File: config.mk
export PLATFORM = sky130hd
export DESIGN_NAME = cpl_sequencer
export DESIGN_NICKNAME = d
export VERILOG_FILES = /design/src/rtl/cpl_sequencer.sv
export SDC_FILE = /design/constraint.sdc
export NUM_CORES = 1
export LEC_CHECK = 0
export ABC_AREA = 0
export CORE_MARGIN = 2
export CORE_UTILIZATION = 46
export CTS_CLUSTER_SIZE = 8
export DETAILED_ROUTE_END_ITERATION = 8
export GPL_TIMING_DRIVEN = 1
export HOLD_SLACK_MARGIN = 0.08
export PLACE_DENSITY = 0.93
export SKIP_CTS_REPAIR_TIMING = 1
export SYNTH_ARGS = -nofsm -noshare
export SYNTH_HDL_FRONTEND = slang
export SYNTH_SLANG_ARGS = --single-unit
File: constraint.sdc
create_clock -name clk -period 8.12 [get_ports clk]
set_input_delay 2.436 -clock clk [delete_from_list [all_inputs] [get_ports clk]]
set_output_delay 2.436 -clock clk [all_outputs]
set_load 0.01 [all_outputs]
File: src/rtl/cpl_sequencer.sv
// cpl_sequencer
//   Sequences the completion-context tag storage of the PCIe-to-AXI-Lite
//   bridge. Inbound descriptors are forwarded to the AXI-Lite master one at a
//   time. A non-posted descriptor writes a context into the storage and bumps
//   the outstanding count. In-order AXI responses launch a completion, and
//   the context is retired (storage read pointer advanced) when the
//   completion generator accepts it.
//
// Ports
//   clk, reset_n         clock, asynchronous active-low reset
//   cfg_max_outstanding  soft context limit (0 = hard capacity)
//   req_valid/req_np/req_ready          RX descriptor handshake
//   tag_mang_write_en                   storage write pulse (non-posted accept)
//   axi_issue_valid/axi_issue_ready     request to AXI-Lite master
//   rsp_valid/rsp_ready                 in-order AXI response
//   cpl_valid/cpl_ready                 completion generator handshake
//   tag_mang_read_en                    storage read-pointer advance pulse
//   outstanding/full/empty              context count status
//   err_unexpected_rsp                  sticky: response arrived while empty
module cpl_sequencer #(
    parameter int TCQ           = 1,
    parameter int RAM_ADDR_BITS = 5
) (
    input  logic                     clk,
    input  logic                     reset_n,
    input  logic [RAM_ADDR_BITS-1:0] cfg_max_outstanding,
    input  logic                     req_valid,
    input  logic                     req_np,
    output logic                     req_ready,
    output logic                     tag_mang_write_en,
    output logic                     axi_issue_valid,
    input  logic                     axi_issue_ready,
    input  logic                     rsp_valid,
    output logic                     rsp_ready,
    output logic                     cpl_valid,
    input  logic                     cpl_ready,
    output logic                     tag_mang_read_en,
    output logic [RAM_ADDR_BITS-1:0] outstanding,
    output logic                     full,
    output logic                     empty,
    output logic                     err_unexpected_rsp
);

    // Storage holds 2**N entries but one slot is sacrificed so the
    // read/write pointers can distinguish full from empty.
    localparam logic [RAM_ADDR_BITS-1:0] CAP = '1;

    typedef enum logic {REQ_IDLE, REQ_ISSUE} req_state_t;
    typedef enum logic {CPL_IDLE, CPL_SEND}  cpl_state_t;

    req_state_t req_state;
    cpl_state_t cpl_state;

    logic [RAM_ADDR_BITS-1:0] limit;
    logic                     req_hs;
    logic                     rsp_hs;

    // An N-bit cfg value can never exceed CAP, so only 0 needs remapping.
    assign limit = (cfg_max_outstanding == '0) ? CAP : cfg_max_outstanding;
    assign full  = (outstanding >= limit);
    assign empty = (outstanding == '0);

    // Ready signals are gated by reset so nothing is accepted while held.
    assign req_ready = reset_n && (req_state == REQ_IDLE) && (!req_np || !full);
    assign rsp_ready = reset_n && (cpl_state == CPL_IDLE);

    assign req_hs = req_valid && req_ready;
    assign rsp_hs = rsp_valid && rsp_ready;

    assign tag_mang_write_en = req_hs && req_np;
    assign axi_issue_valid   = (req_state == REQ_ISSUE);
    assign cpl_valid         = (cpl_state == CPL_SEND);
    // Retire coincides with the completion handshake, so the storage read
    // data stays stable for the whole CPL_SEND period.
    assign tag_mang_read_en  = (cpl_state == CPL_SEND) && cpl_ready;

    // Request FSM
    always_ff @(posedge clk or negedge reset_n) begin
        if (!reset_n) begin
            req_state <= REQ_IDLE;
        end else begin
            case (req_state)
                REQ_IDLE:  if (req_hs)          req_state <= REQ_ISSUE;
                REQ_ISSUE: if (axi_issue_ready) req_state <= REQ_IDLE;
                default:                        req_state <= REQ_IDLE;
            endcase
        end
    end

    // Completion FSM; a response with no context outstanding is dropped
    // and flagged instead of launching a completion.
    always_ff @(posedge clk or negedge reset_n) begin
        if (!reset_n) begin
            cpl_state          <= CPL_IDLE;
            err_unexpected_rsp <= 1'b0;
        end else begin
            case (cpl_state)
                CPL_IDLE: begin
                    if (rsp_hs) begin
                        if (empty) err_unexpected_rsp <= 1'b1;
                        else       cpl_state          <= CPL_SEND;
                    end
                end
                CPL_SEND: if (cpl_ready) cpl_state <= CPL_IDLE;
                default:                 cpl_state <= CPL_IDLE;
            endcase
        end
    end

    // Context counter; full gating on writes and the empty check on
    // responses keep it from wrapping in either direction.
    always_ff @(posedge clk or negedge reset_n) begin
        if (!reset_n) begin
            outstanding <= '0;
        end else begin
            case ({tag_mang_write_en, tag_mang_read_en})
                2'b10:   outstanding <= outstanding + 1'b1;
                2'b01:   outstanding <= outstanding - 1'b1;
                default: outstanding <= outstanding;
            endcase
        end
    end

endmodule

Yosys cells after proc, flatten, opt, wreduce, memory -nomap -nowiden
Cells that the tools add are included.
{ "totals": {"register_bits": 8, "input_bits": 12, "out_inout_bits": 14, "word_cells": 34} }
{ "classes": {"addsub": 2, "n_lt_le_gt_ge": 1, "eq_ne": 2, "mux": 9, "n_bitwise": 2, "reduce_logical": 14} }
{ "op_table": {"columns": ["operator", "n"], "rows": [
  ["$logic_not 5->1", 2],
  ["$pmux 5 s2", 1],
  ["$logic_and 1x1->1", 7],
  ["$add 5x1->5 const B", 1],
  ["$ge 5x5->1", 1],
  ["$mux 1", 5],
  ["$mux 5", 1],
  ["$sub 5x1->5 const B", 1],
  ["$pmux 1 s2", 2],
  ["$reduce_and 3->1", 1],
  ["$eq 2x1->1 const B", 1],
  ["$eq 2x2->1 const B", 1],
  ["$logic_not 1->1", 2],
  ["$not 1->1", 2],
  ["$reduce_bool 2->1", 1],
  ["$logic_or 1x1->1", 1]
]} }

Longest topological paths before layout
{ "logic_depth": {"word_depth": 10, "mapped_depth": 15} }

Worst setup path after synthesis
Ideal clock, no wire load.
{ "synth_timing": {"path_type": "input -> output", "startpoint": "in cfg_max_outstanding[0]", "endpoint": "out tag_mang_write_en", "t_arrival_ps": 4085, "t_required_ps": 5684, "path_slack_ps": 1599, "path_stages": 8, "n_path_buf": 0, "cell_sequence": "nor4_1 nor2b_1 nor2_1 ha_1 a21oi_1 o21ai_1 o31ai_1 and3_1"} }
{ "synth_between": {"elab_chain_cells": 8} }
{ "synth_lines": {"columns": ["element", "line_no", "source"], "rows": [
  ["start: declaration", "26", "input logic [RAM_ADDR_BITS-1:0] cfg_max_outstanding,"],
  ["$logic_not 5->1", "59", "assign limit = (cfg_max_outstanding == '0) ? CAP : cfg_max_outstanding;"],
  ["$mux 5 *", "59", null],
  ["$ge 5x5->1 *", "60", "assign full = (outstanding >= limit);"],
  ["$logic_not 1->1 *", "64", "assign req_ready = reset_n && (req_state == REQ_IDLE) && (!req_np || !full);"],
  ["$logic_or 1x1->1 *", "64", null],
  ["$logic_and 1x1->1 *", "64", null],
  ["$logic_and 1x1->1 *", "67", "assign req_hs = req_valid && req_ready;"],
  ["$logic_and 1x1->1 *", "70", "assign tag_mang_write_en = req_hs && req_np;"],
  ["end: declaration", "30", "output logic tag_mang_write_en,"]
]} }
Mark *: on every way between the ends. The rest lies on a longest branch, timed or not.

Final worst setup path
{ "layout_timing": {"startpoint": "in cfg_max_outstanding[1]", "endpoint": "out tag_mang_write_en"} }
The elaborated chain is that of the path after synthesis.

==> impl_metrics.json <==
{
  "critPathLaunchType": "input pin",
  "cts_tree": "built",
  "fill_cells": 135,
  "hp-start": "err_unexpected_rsp",
  "end_kind": "output pin",
  "finalPower_mw": 0.306,
  "syn-cell-area_sq_um": 707,
  "synthFlopType": "dfrtp_1",
  "period_share_pct": 94.9,
  "slowest_delay_ps": 540,
  "grt_pass1_vias": 659,
  "start_util_pct": 48.0,
  "layout-drive-gt1-share_pct": 6.54,
  "grt_usage_pct": 19.5,
  "cts.sink_count": 8,
  "status": "finished clean",
  "synthTopCellsByArea": "dfrtp_1 (28%), ha_1 (16%), nor2b_1 (3.5%), a21o_1 (3.2%), inv_1 (3.2%)",
  "whs_ps": 478,
  "tightest_slew_ps": 512,
  "pin_count": 26,
  "reg2reg_to": "outstanding[4]",
  "cp_max_fo": 4,
  "yosys.area.top_type_share_pct": 28.3,
  "drtIter0Drc": 6,
  "critPathTopFamily": "buffers and inverters",
  "fmax_mhz": 130,
  "core_sq_mm": 0.00147,
  "nets": 131,
  "vias": 678,
  "setup_tns_ps": 0,
  "ff2ff_path_depth": 12,
  "drc": 0,
  "synth_common_cells": "ha_1 (9), dfrtp_1 (8), inv_1 (6)",
  "dr.pass1.iters": 4,
  "rrSetupSlack_ps": 4810,
  "crit_type": "input pin to output pin",
  "yosysTopAreaCell": "dfrtp_1",
  "maxCapViolCount": 0,
  "yosysSeqAreaShare_pct": 28.3,
  "utilization_pct": 67.7,
  "portBuffers": 25,
  "placementRows": 14,
  "critPathSlowestCell": "clkdlybuf4s50_1",
  "clk_latency_ps": 240,
  "ys_ff_latch": 8,
  "worstHoldPathCells": 1,
  "skew_ps": 6.27,
  "async_reset_ff_share_pct": 100,
  "ant_nets": 0,
  "fp.dieW_um": 43.2,
  "slew_viol_final": 0,
  "netlist_instances": 80,
  "avgRoutedWirePerCell_um": 13.4,
  "slew_headroom_pct": 65.8,
  "hold_class": "register to register",
  "antennaDiodeCount": 0,
  "finalSetupViolations": 0,
  "synth_warnings": 0,
  "leakagePower_nw": 0.449,
  "powerDensity_mw_per_mm2": 307,
  "vdd_drop_max_uv": 204,
  "path_depth": 10,
  "dieArea_sq_mm": 0.00187,
  "critPathMostFrequentCell": "clkdlybuf4s50_1",
  "synth.distinct_cells": 36,
  "wl_mm": 1.65,
  "synth_most_common_cell": "ha_1",
  "cts_buffers": 3,
  "clk_pin_slew_ps": 50,
  "path_cells": "clkdlybuf4s50_1 -> nor4_1 -> nor2b_1 -> nor2_1 -> ha_1 -> a21oi_1 -> o21ai_1 -> o31ai_1 -> and3_1 -> clkdlybuf4s50_1",
  "rsz0062_at_grt": "false",
  "h-tree-depth": 1,
  "gp_congestion": 0.751,
  "cts_root_buf": "clkbuf_4",
  "antenna_found_initial": 0,
  "grt_pass1_wl_mm": 2.77,
  "grt_overflow": 0,
  "grt_max_degree": 15,
  "worst-path-buf-inv": 2,
  "r2r-start": "outstanding[0]",
  "dp_hpwl_mm": 1.39,
  "synth_nets": 102,
  "worstPathArrival_ps": 5270,
  "finalHoldViolCount": 0,
  "required_ps": 5680,
  "synth_edf_count": 0,
  "clk_path_buf_depth": 2,
  "avgSynthCellArea_sq_um": 8.84,
  "syn2layout_area_growth_pct": 40.9,
  "via_per_inst": 5.51,
  "hold_end": "err_unexpected_rsp",
  "period_minus_slack_ps": 7710,
  "die_h_um": 43.2
}
-- metrics by stage --
stage	setup slack (ps)	instance area, sq um	cells
after floorplan	1600	707	80
after global placement	564	973	120
after detailed placement	374	973	120
after CTS	364	996	123
after global routing	145	996	123
final	412	996	123
-- state kept, by name, summed over array words and instances, names as in the netlist --
name                count
cpl_valid               1
axi_issue_valid         1
outstanding             5
err_unexpected_rsp      1
-- cells by family after synthesis --
| family | Yosys count | share of synthesized area [%] |
|---|---|---|
| AOI/OAI and AO/OA | 21 | 19.3 |
| xor gates and xnor gates | 3 | 3.72 |
| adders and majority gates | 10 | 18.8 |
| buffers and inverters | 7 | 3.72 |
| DFF | 8 | 28.3 |
| and+or+nand+nor | 31 | 26.2 |
-- area by class of cell --
class	instances	area [sq um]	area share, %
Clock buffer	3	22.5	2.26
Inverter	6	22.5	2.26
Multi-Input combinational cell	65	480	48.2
Sequential cell	8	200	20.1
Tap cell	16	20.0	2.01
Timing Repair Buffer	25	250	25.1
-- power breakdown --
| part | leakage (nW) | switching, mW | internal [mW] |
|---|---|---|---|
| Sequential | 0.0971 | 0.0261 | 0.0579 |
| Combinational | 0.338 | 0.0875 | 0.106 |
| Clock | 0.0138 | 0.0114 | 0.0168 |
-- routing by layer --
metal / vias to the layer above / track usage (%) / share of wire, %
met5: - / 0 / 0
met4: 0 / 3.64 / 0
met3: 0 / 1.28 / 1.6
met2: 7 / 35.8 / 54
met1: 320 / 25.0 / 44
li1: 351 / - / -
-- layout by cell type (no fill, tap or decap), types with 2 or more instances in the layout --
cell / instances
ha_1: 9
xor2_1: 2
nand2_1: 5
inv_1: 6
a21o_1: 3
a21oi_1: 3
nand2b_1: 2
nand3_1: 3
clkbuf_4: 3
a31oi_1: 2
clkdlybuf4s50_1: 25
o21ai_0: 3
nor2_1: 4
nor2b_1: 4
dfrtp_1: 8
o21ai_1: 4
-- how the worst max path moves through the flow --
stage                           start                end  slack, ps
2_1_floorplan  cfg_max_outstanding[0]  tag_mang_write_en       1600
3_3_place_gp   cfg_max_outstanding[0]  tag_mang_write_en        560
3_5_place_dp   cfg_max_outstanding[0]  tag_mang_write_en        370
4_1_cts        cfg_max_outstanding[0]  tag_mang_write_en        360
5_1_grt        cfg_max_outstanding[1]  tag_mang_write_en        150
6_report       cfg_max_outstanding[1]  tag_mang_write_en        410
(Power assumes the default switching activity.)
